File: src/rtl/norm_lzd_shifter.sv
`timescale 1ns/1ps
// -----------------------------------------------------------------------------
// norm_lzd_shifter
//   Post-adder normalization for the FPU datapath. It takes the registered
//   adder sum and either:
//     - right-shifts it by one when an effective add produced a carry-out, or
//     - counts its leading zeros and left-shifts it until the MSB is 1.
//   The exponent-adjust logic receives the shift amount and direction. The FPU
//   control FSM drives this unit through a start/done handshake.
//
// Optional build macro: NORM_STICKY_EN
//   When it is defined, the right-shift case ORs the discarded LSB into
//   Data_o[0] so that rounding still sees it as sticky. When it is undefined,
//   that bit is dropped.
//
// Ports
//   clk        clock, rising edge
//   rst        synchronous active-high reset
//   start_i    request from the FPU FSM, sampled only while idle
//   Add_Sub_i  effective operation: 0 = add, 1 = subtract
//   Data_i     [SWR-1:0] adder result
//   Carry_i    adder carry-out
//   Data_o     [SWR-1:0] normalized significand
//   Shift_o    [EWR-1:0] applied shift magnitude
//   Right_o    1 = right shift by one (exp+1), 0 = left shift (exp-Shift_o)
//   Zero_o     result is exactly zero
//   busy_o     high whenever not idle
//   done_o     one-cycle pulse; results stay valid until the next start
//
// Sequence: IDLE -> COUNT -> SHIFT -> DONE -> IDLE. A zero result skips SHIFT.
// All outputs are registered. done_o rises on the edge that leaves DONE, so
// the pulse appears three edges after the accepting edge (two for a zero
// result). A new start is taken in that same IDLE cycle, which gives one
// operation every four cycles.
// EWR must satisfy 2**EWR >= SWR so that a count of SWR-1 fits.
// -----------------------------------------------------------------------------
module norm_lzd_shifter #(
  parameter int SWR = 26,
  parameter int EWR = 5
) (
  input  logic           clk,
  input  logic           rst,
  input  logic           start_i,
  input  logic           Add_Sub_i,
  input  logic [SWR-1:0] Data_i,
  input  logic           Carry_i,
  output logic [SWR-1:0] Data_o,
  output logic [EWR-1:0] Shift_o,
  output logic           Right_o,
  output logic           Zero_o,
  output logic           busy_o,
  output logic           done_o
);

  typedef enum logic [1:0] {
    S_IDLE  = 2'd0,
    S_COUNT = 2'd1,
    S_SHIFT = 2'd2,
    S_DONE  = 2'd3
  } state_e;

  state_e         state_q, state_d;

  // Operands captured at start
  logic [SWR-1:0] data_q, data_d;
  logic           carry_q, carry_d;
  logic           sub_q, sub_d;

  // Decision made in COUNT and consumed in SHIFT
  logic           rgt_q, rgt_d;
  logic [EWR-1:0] cnt_q, cnt_d;

  // Registered outputs
  logic [SWR-1:0] dout_q, dout_d;
  logic [EWR-1:0] shift_q, shift_d;
  logic           right_q, right_d;
  logic           zero_q, zero_d;
  logic           busy_q, busy_d;
  logic           done_q, done_d;

  // Leading-zero count. The scan runs from the MSB down, and the first set
  // bit wins. An all-zero value leaves lzc at 0, but the zero case is
  // intercepted in COUNT before lzc is used.
  logic [EWR-1:0] lzc;
  logic           lz_found;

  always_comb begin
    lzc      = '0;
    lz_found = 1'b0;
    for (int i = SWR-1; i >= 0; i--) begin
      if (!lz_found && data_q[i]) begin
        lzc      = EWR'(SWR-1-i);
        lz_found = 1'b1;
      end
    end
  end

  // Shift datapaths. The right shift re-inserts the carry-out as the new MSB.
  logic [SWR-1:0] rsh_data;
  logic [SWR-1:0] lsh_data;

  always_comb begin
    rsh_data = {1'b1, data_q[SWR-1:1]};
`ifdef NORM_STICKY_EN
    rsh_data[0] = data_q[1] | data_q[0];
`else
    rsh_data[0] = data_q[1];
`endif
    lsh_data = data_q << cnt_q;
  end

  // Next-state and next-output logic
  always_comb begin
    state_d = state_q;
    data_d  = data_q;
    carry_d = carry_q;
    sub_d   = sub_q;
    rgt_d   = rgt_q;
    cnt_d   = cnt_q;
    dout_d  = dout_q;
    shift_d = shift_q;
    right_d = right_q;
    zero_d  = zero_q;

    unique case (state_q)
      S_IDLE: begin
        if (start_i) begin
          data_d  = Data_i;
          carry_d = Carry_i;
          sub_d   = Add_Sub_i;
          state_d = S_COUNT;
        end
      end

      S_COUNT: begin
        // Carry matters only for an effective add. A subtract result is
        // already a magnitude.
        if (carry_q && !sub_q) begin
          rgt_d   = 1'b1;
          cnt_d   = EWR'(1);
          state_d = S_SHIFT;
        end else if (data_q == '0) begin
          zero_d  = 1'b1;
          shift_d = '0;
          dout_d  = '0;
          right_d = 1'b0;
          state_d = S_DONE;
        end else begin
          rgt_d   = 1'b0;
          cnt_d   = lzc;
          state_d = S_SHIFT;
        end
      end

      S_SHIFT: begin
        dout_d  = rgt_q ? rsh_data : lsh_data;
        shift_d = cnt_q;
        right_d = rgt_q;
        zero_d  = 1'b0;
        state_d = S_DONE;
      end

      S_DONE: begin
        state_d = S_IDLE;
      end

      default: state_d = S_IDLE;
    endcase

    // done_o pulses as the unit leaves DONE. busy_o tracks the state being
    // entered, so it is low exactly in IDLE.
    done_d = (state_q == S_DONE);
    busy_d = (state_d != S_IDLE);
  end

  always_ff @(posedge clk) begin
    if (rst) begin
      state_q <= S_IDLE;
      data_q  <= '0;
      carry_q <= 1'b0;
      sub_q   <= 1'b0;
      rgt_q   <= 1'b0;
      cnt_q   <= '0;
      dout_q  <= '0;
      shift_q <= '0;
      right_q <= 1'b0;
      zero_q  <= 1'b0;
      busy_q  <= 1'b0;
      done_q  <= 1'b0;
    end else begin
      state_q <= state_d;
      data_q  <= data_d;
      carry_q <= carry_d;
      sub_q   <= sub_d;
      rgt_q   <= rgt_d;
      cnt_q   <= cnt_d;
      dout_q  <= dout_d;
      shift_q <= shift_d;
      right_q <= right_d;
      zero_q  <= zero_d;
      busy_q  <= busy_d;
      done_q  <= done_d;
    end
  end

  assign Data_o  = dout_q;
  assign Shift_o = shift_q;
  assign Right_o = right_q;
  assign Zero_o  = zero_q;
  assign busy_o  = busy_q;
  assign done_o  = done_q;

endmodule
File: config.mk
export PLATFORM = sky130hd
export DESIGN_NAME = norm_lzd_shifter
export DESIGN_NICKNAME = d
export VERILOG_FILES = /design/src/rtl/norm_lzd_shifter.sv
export SDC_FILE = /design/constraint.sdc
export NUM_CORES = 1
export LEC_CHECK = 0
export ABC_AREA = 1
export BUFFER_PORTS_ARGS = -buffer_cell sky130_fd_sc_hd__clkbuf_2
export CAP_MARGIN = 25
export CORE_MARGIN = 5
export CORE_UTILIZATION = 30
export CTS_BUF_LIST = sky130_fd_sc_hd__clkbuf_8
export DETAILED_ROUTE_END_ITERATION = 6
export GPL_TIMING_DRIVEN = 1
export PLACE_DENSITY_LB_ADDON = 0.05
export SLEW_MARGIN = 20
export SYNTH_ARGS = -nofsm -noshare
export SYNTH_HDL_FRONTEND = slang
export SYNTH_SLANG_ARGS = --single-unit
File: constraint.sdc
create_clock -name clk -period 1.6 [get_ports clk]
set_clock_uncertainty 0.15 [all_clocks]
set_input_delay 0.48 -clock clk [delete_from_list [all_inputs] [get_ports clk]]
set_output_delay 0.48 -clock clk [all_outputs]
set_load 0.02 [all_outputs]
-- Word-level counts from Yosys, hierarchy flattened
Index checks and enable logic that the tools add are counted.
- memories: 0
- bits in registers: 71
- memory bits (read-only): 0
- bits in latches: 0
- output and inout port bits: 35
- bits in writable memories: 0
- bits of input ports: 31
- add/sub/neg operators: 0
- equality and inequality tests: 6
- shifts and indexed selects: 1
- bitwise gates (word level): 0
- muxes and demuxes: 71
- order comparisons: 0
- $mul: 0
- reductions and logical operators: 59
- div/mod/pow operators: 0
- operator list (operator ; number):
    two-way mux 5 bit ; 28
    two-way mux 26 bit ; 3
    one-hot mux 26 bit (2 select lines) ; 1
    two-way mux 1 bit ; 34
    logical AND 1 bit ; 26
    logical NOT 1 bit ; 26
    logical NOT 26 bit ; 1
    << shifter 26 x 5 -> 26 bit ; 1
    one-hot mux 5 bit (2 select lines) ; 1
    one-hot mux 2 bit (4 select lines) ; 1
    != test 2 bit (second input constant) ; 3
    == test 2 bit (second input constant) ; 2
    one-hot mux 1 bit (2 select lines) ; 2
    AND reduction 2 bit ; 2
    nonzero test 2 bit ; 2
    AND reduction 3 bit ; 1
    == test 2 x 1 -> 1 bit (second input constant) ; 1
    logical NOT 2 bit ; 1
    two-way mux 2 bit ; 1

-- Longest topological paths before layout
Gate-level depths: netlist of the first run.
- depth in word-level cells: 78
- mapped depth: 14
- mapped depth without buffers: 13

-- Worst setup path before layout of the first run
Ideal clock, no wire load.
- path type: reg-to-reg
- start point: register data_q[22]
- end point: register dout_q[15], in the netlist Data_o[15]
- data arrival time: 1.504 ns
- cell stages (with the launch flop): 13
- data required time: 1.322 ns
- setup slack: -0.181 ns
- setup time: 0.128 ns
- path through: dfxtp_1 -> nor2_4 -> nand2_4 -> nor2_8 -> nand2_2 -> nor2_4 -> nand2_1 -> o21ai_2 -> inv_2 -> buf_6 -> nand2_1 -> o21a_1 -> nor2_1
- cells in the longest elaborated chain, start to end: 3
- elaborated cells between the ends (all ways): 6
- classes of those cells: eq/ne (1); shift (1); mux (2); reduce/logical (2)
- RTL lines (what ; RTL line ; source):
    from (decl) ; 65 ; logic [SWR-1:0] data_q, data_d;
    from (signal assigned) ; 192 ; data_q <= data_d;
    << shifter 26 x 5 -> 26 bit or logical NOT 26 bit (tied branches) ; 109, 142 ;
    two-way mux 26 bit or != test 2 bit (tied branches) ; - ;
    one-hot mux 26 bit (2 select lines) or AND reduction 3 bit (tied branches) ; - ;
    to (signal assigned) ; 197 ; dout_q <= dout_d;
    to (decl) ; 74 ; logic [SWR-1:0] dout_q, dout_d;
Several ways; a longest one is shown, not always the timed one.
A chain may end at the register's enable or synchronous reset.

-- Final worst setup path of the first run
- start point: register data_q[24]
- end point: register dout_q[18], in the netlist Data_o[18]
Same word-level chain as after synthesis.

==> results of run 1 <==
-- worst max-delay path, stage by stage, from the launching register on --
cell and delay [ns]:
dfxtp_2 0.34, nor2_4 0.15, nand2_4 0.08, nor2_8 0.14
nand2_4 0.08, nor2_4 0.17, buf_6 0.13, nand2_4 0.05
o21ai_4 0.10, clkinv_4 0.15, clkbuf_16 0.20, nand2_1 0.06
a21oi_1 0.06
-- stage by stage --
step / utilization / setup WS, ns / hold slack (ns) / setup TNS (ns) / total power [W]
after detailed placement: 0.4074 / -0.4213 / 0.3030 / -12.71 / 0.005820
after floorplan: - / -0.1314 / 0.2902 / -3.075 / 0.004158
after global routing: 0.4786 / -0.4832 / 0.2003 / -16.39 / 0.008631
final: 0.4786 / -0.3644 / 0.2140 / -12.21 / 0.008058
after CTS: 0.4485 / -0.3116 / 0.1944 / -11.10 / 0.007720
after global placement: 0.4074 / -0.3823 / 0.3010 / -11.92 / 0.005812
-- synth_stat cells (2+ instances only) --
cell / number / area share
dfxtp_1: 71 / 0.32
nand4_1: 11 / 0.016
nor2_2: 2 / 0.0028
buf_6: 4 / 0.010
nor2_1: 71 / 0.060
a211oi_1: 28 / 0.048
o21a_1: 4 / 0.0068
o21ai_0: 56 / 0.064
mux2i_1: 7 / 0.016
or2_1: 2 / 0.0028
o211ai_1: 16 / 0.027
a31oi_1: 6 / 0.0085
clkinv_1: 3 / 0.0026
buf_2: 13 / 0.015
nor3_1: 5 / 0.0057
o22ai_1: 5 / 0.0071
clkbuf_1: 25 / 0.021
o21ai_1: 6 / 0.0068
buf_4: 2 / 0.0034
ha_1: 5 / 0.014
nor2_4: 5 / 0.013
nand2_1: 182 / 0.16
inv_2: 2 / 0.0017
a21oi_1: 40 / 0.045
nand3_1: 49 / 0.056
inv_1: 45 / 0.038
-- cells by family after synthesis --
family | count (synthesis) | share of synthesized area
simple gates | 335 | 0.3280
mux | 7 | 0.01591
flops | 71 | 0.3226
compound gates | 167 | 0.2249
fa+ha+maj | 5 | 0.01420
buf+inv | 96 | 0.09429
-- report_power, final --
group / internal [W] / leakage, nW / switching (W)
combinational: 0.00211 / 2.33 / 0.00246
clock: 0.000565 / 0.0947 / 0.000749
sequential: 0.00200 / 0.587 / 0.000172
-- per-layer routing --
metal  share of wire  GRT usage  vias up
li1                -          -     2696
met1            0.43     0.2391     2477
met2            0.50     0.3411      116
met3           0.048    0.04320       21
met4           0.023    0.06409        0
met5               0          0        -
-- state kept, by name, indices dropped and copies added, names as in the netlist --
name     flops
carry_q      1
Right_o      1
Shift_o      5
busy_o       1
Data_o      26
sub_q        1
done_o       1
rgt_q        1
Zero_o       1
data_q      26
cnt_q        5
state_q      2
-- final cells by class --
cell class | count | area, um^2
Tap cell | 184 | 230.2
Multi-Input combinational cell | 514 | 2965
Clock inverter | 7 | 48.80
Fill cell | 1532 | 7550
Clock buffer | 9 | 123.9
Timing Repair Buffer | 232 | 1906
Sequential cell | 71 | 1451
Timing Repair inverter | 1 | 6.256
Inverter | 50 | 197.7
-- what timing repair did --
action                     in CTS  in global routing
buffers inserted               18                 10
setup endpoints to repair      69                 70
gates resized for setup        73                113
pin swaps                      19                 31
gates cloned                    5                  5
-- final timing paths --
path	start	end	slack, ns	cells past startpoint
hold / removal	Data_i[24]	data_q[24]$_SDFFE_PP0P_	0.21	3
hold reg to reg	Data_o[1]$_SDFFE_PP0P_	Data_o[1]$_SDFFE_PP0P_	0.31	2
setup reg to reg	data_q[24]$_SDFFE_PP0P_	Data_o[18]$_SDFFE_PP0P_	-0.36	12
setup / recovery	data_q[24]$_SDFFE_PP0P_	Data_o[18]$_SDFFE_PP0P_	-0.36	12
==> flow_metrics.env, run 1 <==
export IMPL_outcome="finished, violations left"
export IMPL_violations="negative setup slack"
export IMPL_crit_type="reg -> reg"
export IMPL_viasPerCell=4.972
export IMPL_rsz0062_at_grt="yes"
export IMPL_grt_pass1_wl_mm=27.42
export IMPL_syn_area_per_cell_um2=6.469
export IMPL_dr_pass1_iters=5
export IMPL_postCtsHoldBufs=0
export IMPL_ant_nets=0
export IMPL_grt_max_degree=59
export IMPL_drive_gt1_frac=0.4242
export IMPL_finalMaxSlewViolations=0
export IMPL_layout_commonest_cell="nand2_1"
export IMPL_cts_root_buf="clkbuf_8"
export IMPL_synthArstFlopShare=0
export IMPL_diodes=0
export IMPL_cp_end_kind="flop"
export IMPL_placedCellCount=1020
export IMPL_syn_area_mm2=0.004405
export IMPL_drt_total_wl_mm=17.18
export IMPL_fmaxAchievable_mhz=509.1
export IMPL_synth_ff_type="dfxtp_1"
export IMPL_track_usage=0.1960
export IMPL_core_mm2=0.01448
export IMPL_drv_cap=0
export IMPL_cp_required_ns=1.70
export IMPL_cts_tree="yes"
export IMPL_grt_pass1_vias=5318
export IMPL_vias=5310
export IMPL_design_area_mm2=0.006929
export IMPL_synth_edf_count=0
export IMPL_drc=0
export IMPL_synth_nets=717
export IMPL_htreeDepth=3
export IMPL_die_y_um=131.2
export IMPL_arrival_ns=2.07
export IMPL_hpwlAfterDp_mm=12.58
export IMPL_hold_path_class="in -> reg"
export IMPL_setup_viol=41
export IMPL_start_kind="flop"
export IMPL_fin_crit_sh=1.228
export IMPL_layout_common_cells="nand2_1, buf_4, clkbuf_2"
export IMPL_synth_distinct_cells=42
export IMPL_numCtsBuffers=9
export IMPL_gr_total_overflow=0
export IMPL_power_density_mw_per_mm2=1163
export IMPL_hold_viol_final=0
export IMPL_die_x_um=131.2
export IMPL_yosysSeqAreaShare=0.3226
export IMPL_start_util=0.3043
export IMPL_place_port_buffers=65
export IMPL_ios=66
export IMPL_fin_crit_ns=1.964
export IMPL_clkSinkCount=71
export IMPL_insertion_delay_ns=0.36
export IMPL_clk_pin_slew_ns=0.09
export IMPL_ir_drop_v=0.0004378
export IMPL_crit_fanout=7
export IMPL_antenna_found_initial=0
export IMPL_max_slew_margin=0.6885
export IMPL_fin_nets=915
export IMPL_die_area_mm2=0.01721
export IMPL_worst_slack_ns=-0.3644
export IMPL_dpl_cell_area_mm2=0.005898
export IMPL_synth_warnings=0
export IMPL_rows=44
export IMPL_syn_to_final_growth_pct=57.28
export IMPL_place_congestion=0.9391
export IMPL_cts_buffer_depth=2
export IMPL_tightest_slew_ns=0.4613
export IMPL_synth_seq_cells=71
export IMPL_drt_iter0_drc=284
export IMPL_fin_cells=1068
export IMPL_synth_cells=681
export IMPL_p_leak_nw=3.016
export IMPL_drt_wirelength_per_cell_um=16.09
Note: power is estimated with default switching activity, not from simulation.
==> run 2, diff against run 1 <==
--- a/config.mk
+++ b/config.mk
@@ -5,7 +5,6 @@
 export SDC_FILE = /design/constraint.sdc
 export NUM_CORES = 1
 export LEC_CHECK = 0
-export ABC_AREA = 1
 export BUFFER_PORTS_ARGS = -buffer_cell sky130_fd_sc_hd__clkbuf_2
 export CAP_MARGIN = 25
 export CORE_MARGIN = 5
@@ -13,7 +12,6 @@
 export CTS_BUF_LIST = sky130_fd_sc_hd__clkbuf_8
 export DETAILED_ROUTE_END_ITERATION = 6
 export GPL_TIMING_DRIVEN = 1
-export PLACE_DENSITY_LB_ADDON = 0.05
 export SLEW_MARGIN = 20
 export SYNTH_ARGS = -nofsm -noshare
 export SYNTH_HDL_FRONTEND = slang
==> run 2 against run 1 <==
Effect of this change:
- the flow still finishes with violations (negative setup slack)
- first-iteration DRC count is 8.8% lower
- area after synthesis is 0.82% higher
- global-route usage is 1.1 points lower
- largest power group unchanged
==> flow_metrics.env, run 2 <==
export IMPL_ios=66
export IMPL_crit_type="reg -> reg"
export IMPL_p_sw_frac=0.4171
export IMPL_track_usage=0.1853
export IMPL_viasPerCell=5.227
export IMPL_cts_root_buf="clkbuf_8"
export IMPL_start_kind="flop"
export IMPL_drive_gt1_frac=0.3888
export IMPL_rsz0062_at_grt="yes"
export IMPL_synth_ff_type="dfxtp_1"
export IMPL_layout_common_cells="buf_4, nand2_1, dfxtp_1"
export IMPL_power_density_mw_per_mm2=1554
export IMPL_tightest_slew_ns=0.7401
export IMPL_fin_crit_ns=2.567
export IMPL_insertion_delay_ns=0.37
export IMPL_worst_slack_ns=-0.9668
export IMPL_hold_path_class="in -> reg"
export IMPL_synth_seq_cells=71
export IMPL_p_seq_frac=0.230
export IMPL_vias=4699
export IMPL_ff2ff_path_depth=7
export IMPL_postCtsHoldBufs=0
export IMPL_grt_max_degree=29
export IMPL_post_synth_top_count_cell="nand2_1"
export IMPL_yosysTopAreaCellShare=0.3200
export IMPL_synth_nets=588
export IMPL_total_power_w=0.009727
export IMPL_arrival_ns=2.73
export IMPL_utilization=0.4306
export IMPL_synthTopCellsByCount="nand2_1, dfxtp_1, a21oi_1"
export IMPL_rr_endpoint="Data_o[8]$_SDFFE_PP0P_"
export IMPL_clockPowerShare=0.147
export IMPL_drt_wirelength_per_cell_um=18.03
export IMPL_ir_drop_v=0.0006547
export IMPL_p_sw_w=0.004057
export IMPL_cp_num_cells=7
export IMPL_path_cells="or4_4 > or4b_4 > o31ai_4 > and3b_2 > buf_6 > and3_4 > a221o_1"
export IMPL_yosysSeqAreaShare=0.3200
export IMPL_synthArstFlopShare=0
export IMPL_crit_fanout=5
export IMPL_crit_family="simple AND/OR/NAND/NOR gates"
export IMPL_synth_cells=552
export IMPL_dpl_cell_area_mm2=0.005838
export IMPL_violations="negative setup slack"
export IMPL_htreeDepth=3
export IMPL_setup_viol=41
export IMPL_syn_area_mm2=0.004442
export IMPL_synth_edf_count=0
export IMPL_p_int_w=0.005670
export IMPL_design_area_mm2=0.006259
export IMPL_drt_total_wl_mm=16.21
export IMPL_place_port_buffers=65
export IMPL_start_util=0.3056
export IMPL_dr_pass1_iters=5
export IMPL_fmaxAchievable_mhz=389.6
export IMPL_gr_total_overflow=0
export IMPL_core_mm2=0.01453
export IMPL_finalMaxSlewViolations=0
export IMPL_crit_slowest_cell="or4_4"
export IMPL_p_comb_frac=0.623
export IMPL_endpoint="Data_o[8]$_SDFFE_PP0P_"
export IMPL_cp_num_buf_inv=1
export IMPL_p_leak_nw=2.557
export IMPL_pre_cts_slack_ns=-1.037
export IMPL_startpoint="data_q[6]$_SDFFE_PP0P_"
export IMPL_hold_viol_final=0
export IMPL_grt_pass1_wl_mm=26.06
export IMPL_place_congestion=0.9402
export IMPL_fin_nets=746
export IMPL_diodes=0
export IMPL_drc=0
export IMPL_layout_commonest_cell="buf_4"
export IMPL_reg2reg_slack_ns=-0.97
export IMPL_clkSinkCount=71
export IMPL_grt_pass1_vias=4840
export IMPL_cp_required_ns=1.77
export IMPL_cp_end_kind="flop"
export IMPL_drt_iter0_drc=259
export IMPL_clk_pin_slew_ns=0.08
export IMPL_fin_crit_sh=1.604
export IMPL_numCtsBuffers=9
export IMPL_yosysTopAreaCell="dfxtp_1"
export IMPL_drv_cap=0
export IMPL_syn_area_per_cell_um2=8.047
export IMPL_synth_distinct_cells=58
export IMPL_synth_area_leaders="dfxtp_1, nand2_1, mux4_2"
export IMPL_syn_to_final_growth_pct=40.90
export IMPL_synth_warnings=0
export IMPL_max_slew_margin=0.4939
export IMPL_die_y_um=131.7
export IMPL_antenna_found_initial=0
export IMPL_hpwlAfterDp_mm=12.25
export IMPL_max_stage_delay_ns=0.53
export IMPL_ant_nets=0
export IMPL_outcome="finished, violations left"
export IMPL_holdWs_ns=0.1703
export IMPL_die_area_mm2=0.01734
export IMPL_cts_buffer_depth=2
export IMPL_rows=44
export IMPL_cts_tree="yes"
export IMPL_r2r_start="data_q[6]$_SDFFE_PP0P_"
export IMPL_die_x_um=131.7
## run 2: cell count changes in the layout (fill, tap and decap cells not counted), moves of 14 or more
cell / delta
a211oi_1: -25
a21oi_1: +25
a22oi_1: +14
dfxtp_1: +15
inv_1: -25
mux2i_1: +23
mux4_2: +16
nand2_1: -56
nand2_2: -20
nand3_1: -39
o211ai_1: -15
o21ai_1: -25
## run 2: worst min-delay path by stage
stage | startpoint | endpoint | slack [ns] | cells after the start
floorplan | sub_q$_SDFFE_PP0P_ | sub_q$_SDFFE_PP0P_ | 0.29 | 2
global placement | Data_o[18]$_SDFFE_PP0P_ | Data_o[18]$_SDFFE_PP0P_ | 0.28 | 2
detailed placement | Data_o[24]$_SDFFE_PP0P_ | Data_o[24]$_SDFFE_PP0P_ | 0.29 | 2
CTS | Data_i[1] | data_q[1]$_SDFFE_PP0P_ | 0.16 | 3
global route | Data_i[18] | data_q[18]$_SDFFE_PP0P_ | 0.17 | 3
finish | Data_i[10] | data_q[10]$_SDFFE_PP0P_ | 0.17 | 3
## run 2: timing repair
action                                  4_1_cts  5_1_grt
gates resized for setup                      22       25
pin swaps                                     9        7
gates cloned                                  3        1
endpoints found under the setup margin       41       44
setup buffers                                 6        1
## run 2: metrics by stage
stage                     std cells  setup TNS [ns]
after CTS                       898          -35.13
after detailed placement        874          -35.39
after global routing            899          -37.20
after floorplan                 552          -34.23
final                           899          -34.20
after global placement          874          -33.29
## run 2: cell type report
class	count	area, um^2
repair buffers	205	1504
fillers	1502	8275
flip-flops and latches	71	1425
clock buffers	9	123.9
inverters	12	45.04
multi-input cells	411	2865
well taps	184	230.2
clock inverters	7	65.06
## run 2: metal layers
| metal | share of wire | vias to the layer above | track usage |
|---|---|---|---|
| li1 | - | 2305 | - |
| met1 | 0.44 | 2239 | 0.2361 |
| met2 | 0.49 | 128 | 0.3138 |
| met3 | 0.044 | 27 | 0.03861 |
| met4 | 0.026 | 0 | 0.05943 |
| met5 | 0 | - | 0 |
## run 2: worst register-to-register path, cell delays in order, from the launching register on
cell and delay [ns]:
dfxtp_2 0.33, or4_4 0.53, or4b_4 0.53, o31ai_4 0.23, and3b_2 0.35, buf_6 0.14
and3_4 0.16, a221o_1 0.09
## run 2: cell families (layout without fill, tap and decap cells)
kind of cell               after synthesis  count (layout)  share of synthesized area
adders and majority gates                5               5                    0.01408
buffers and inverters                   72             233                    0.06760
and+or+nand+nor                        200             202                     0.2039
muxes                                   56              56                     0.1741
DFF                                     71              71                     0.3200
AOI/OAI and AO/OA                      148             148                     0.2203
## run 2: power by group through the flow
stage               logic, W  clock network, W  registers, W
floorplan            0.00295                 0       0.00235
global placement     0.00561                 0       0.00226
detailed placement   0.00563                 0       0.00228
CTS                  0.00584           0.00148       0.00224
global route         0.00652           0.00155       0.00228
finish               0.00606           0.00143       0.00224
==> run 3, diff against run 2 <==
--- a/config.mk
+++ b/config.mk
@@ -7,6 +7,7 @@
 export LEC_CHECK = 0
 export BUFFER_PORTS_ARGS = -buffer_cell sky130_fd_sc_hd__clkbuf_2
 export CAP_MARGIN = 25
+export CORE_ASPECT_RATIO = 1.2
 export CORE_MARGIN = 5
 export CORE_UTILIZATION = 30
 export CTS_BUF_LIST = sky130_fd_sc_hd__clkbuf_8
==> run 3 against run 2 <==
Effect of this change:
- non-clock buffer count grew 12
- sequential power grew 3%
- wire length grew 7.5%
- clock power grew 8%
- highest routed layer unchanged
- sequential share of layout area shrank 0.71 points
- the flow still finishes with violations (negative setup slack)
==> flow_metrics.env, run 3 (synthesized netlist as in run 2, its figures left out) <==
export IMPL_outcome="finished, violations left"
export IMPL_violations="negative setup slack"
export IMPL_power_density_mw_per_mm2=1554
export IMPL_core_mm2=0.01447
export IMPL_grt_busiest_layer="met2"
export IMPL_track_usage=0.1987
export IMPL_tightest_slew_ns=0.6916
export IMPL_drc=0
export IMPL_ir_drop_v=0.0006597
export IMPL_cp_required_ns=1.77
export IMPL_vias=4878
export IMPL_drt_total_wl_mm=17.42
export IMPL_rsz0062_at_grt="yes"
export IMPL_hold_path_class="in -> reg"
export IMPL_drt_iter0_drc=354
export IMPL_hpwlAfterDp_mm=13.17
export IMPL_max_slew_margin=0.5270
export IMPL_met3_usage=0.04134
export IMPL_grt_max_degree=46
export IMPL_crit_fanout=4
export IMPL_r2r_start="data_q[6]$_SDFFE_PP0P_"
export IMPL_rows=48
export IMPL_htreeDepth=3
export IMPL_met2_usage=0.3460
export IMPL_layout_commonest_cell="buf_4"
export IMPL_place_congestion=0.9027
export IMPL_fmaxAchievable_mhz=400.8
export IMPL_fin_setup_tns_ns=-32.07
export IMPL_grt_pass1_wl_mm=26.54
export IMPL_fin_crit_ns=2.495
export IMPL_cts_tree="yes"
export IMPL_setup_viol=41
export IMPL_cts_root_buf="clkbuf_8"
export IMPL_crit_type="reg -> reg"
export IMPL_reg2reg_slack_ns=-0.90
export IMPL_place_port_buffers=65
export IMPL_diodes=0
export IMPL_grt_pass1_vias=4888
export IMPL_finalMaxSlewViolations=0
export IMPL_syn_to_final_growth_pct=45.55
export IMPL_clk_pin_slew_ns=0.08
export IMPL_antenna_found_initial=0
export IMPL_die_area_mm2=0.01735
export IMPL_insertion_delay_ns=0.38
export IMPL_start_kind="flop"
export IMPL_utilization=0.4467
export IMPL_die_y_um=143.3
export IMPL_layout_common_cells="buf_4, nand2_1, dfxtp_1"
export IMPL_start_util=0.3069
export IMPL_worst_slack_ns=-0.8953
export IMPL_fin_crit_sh=1.560
export IMPL_hold_path_startpoint="Data_i[19]"
export IMPL_hold_viol_final=0
export IMPL_total_power_w=0.01005
export IMPL_viasPerCell=5.262
export IMPL_drive_gt1_frac=0.4154
export IMPL_clkSinkCount=71
export IMPL_numCtsBuffers=9
export IMPL_drv_cap=0
export IMPL_ant_nets=0
export IMPL_gr_usage_met1=0.2392
export IMPL_drt_wirelength_per_cell_um=18.80
export IMPL_arrival_ns=2.66
export IMPL_dr_pass1_iters=5
export IMPL_fin_nets=758
export IMPL_die_x_um=121.1
export IMPL_cp_end_kind="flop"
export IMPL_gr_total_overflow=0
export IMPL_p_leak_nw=2.641
export IMPL_ios=66
export IMPL_cts_buffer_depth=2
export IMPL_startpoint="data_q[6]$_SDFFE_PP0P_"
## run 3: timing repair
| action | 4_1_cts | 5_1_grt |
|---|---|---|
| endpoints found under the setup margin | 41 | 71 |
| cloned | 2 | 2 |
| buffers inserted | 5 | 3 |
| pin swaps | 13 | 10 |
| resized for setup | 44 | 22 |
| hold buffers | 0 | 0 |
## run 3: worst max-delay path, cell delays in order (launching register included)
cell and delay [ns]:
dfxtp_2 0.33, or4_4 0.54, or4b_4 0.52, o31ai_4 0.22
and3b_2 0.31, buf_6 0.13, and3_4 0.16, a221o_1 0.09
## run 3: per-layer routing
| layer | share of wire | wire length [um] | up-vias |
|---|---|---|---|
| li1 | - | - | 2330 |
| met5 | 0 | 0 | - |
| met4 | 0.028 | 487 | 0 |
| met2 | 0.51 | 8973 | 181 |
| met1 | 0.39 | 6850 | 2325 |
| met3 | 0.064 | 1112 | 42 |
## run 3: final cells by class
cell class                      count  area (um^2)
Clock buffer                       11        151.4
Clock inverter                      5        56.30
Fill cell                        1434         8009
Inverter                           12        45.04
Multi-Input combinational cell    411         2949
Sequential cell                    71         1426
Tap cell                          200        250.2
Timing Repair Buffer              217         1587
## run 3: metrics by stage
| stage | hold WS, ns | instances | setup WS, ns | cell area [um^2] |
|---|---|---|---|---|
| 2_1_floorplan | 0.2946 | 552 | -0.9543 | 4467 |
| 3_3_place_gp | 0.2878 | 902 | -1.093 | 5923 |
| 3_5_place_dp | 0.2846 | 902 | -1.162 | 5923 |
| 4_1_cts | 0.1384 | 924 | -0.9056 | 6315 |
| 5_1_grt | 0.1493 | 927 | -0.9754 | 6465 |
| 6_report | 0.1599 | 927 | -0.8953 | 6465 |
## run 3: path summary, 6_finish.rpt
path | to | cells past startpoint
hold reg to reg | Data_o[24]$_SDFFE_PP0P_ | 2
setup reg to reg | Data_o[8]$_SDFFE_PP0P_ | 7
setup / recovery | Data_o[8]$_SDFFE_PP0P_ | 7
hold / removal | data_q[19]$_SDFFE_PP0P_ | 3
## run 3: report_power, final
group / total (W) / switching, W / internal, W
Combinational: 0.00619 / 0.00327 / 0.00292
Clock: 0.00154 / 0.000743 / 0.000802
Sequential: 0.00231 / 0.000261 / 0.00205
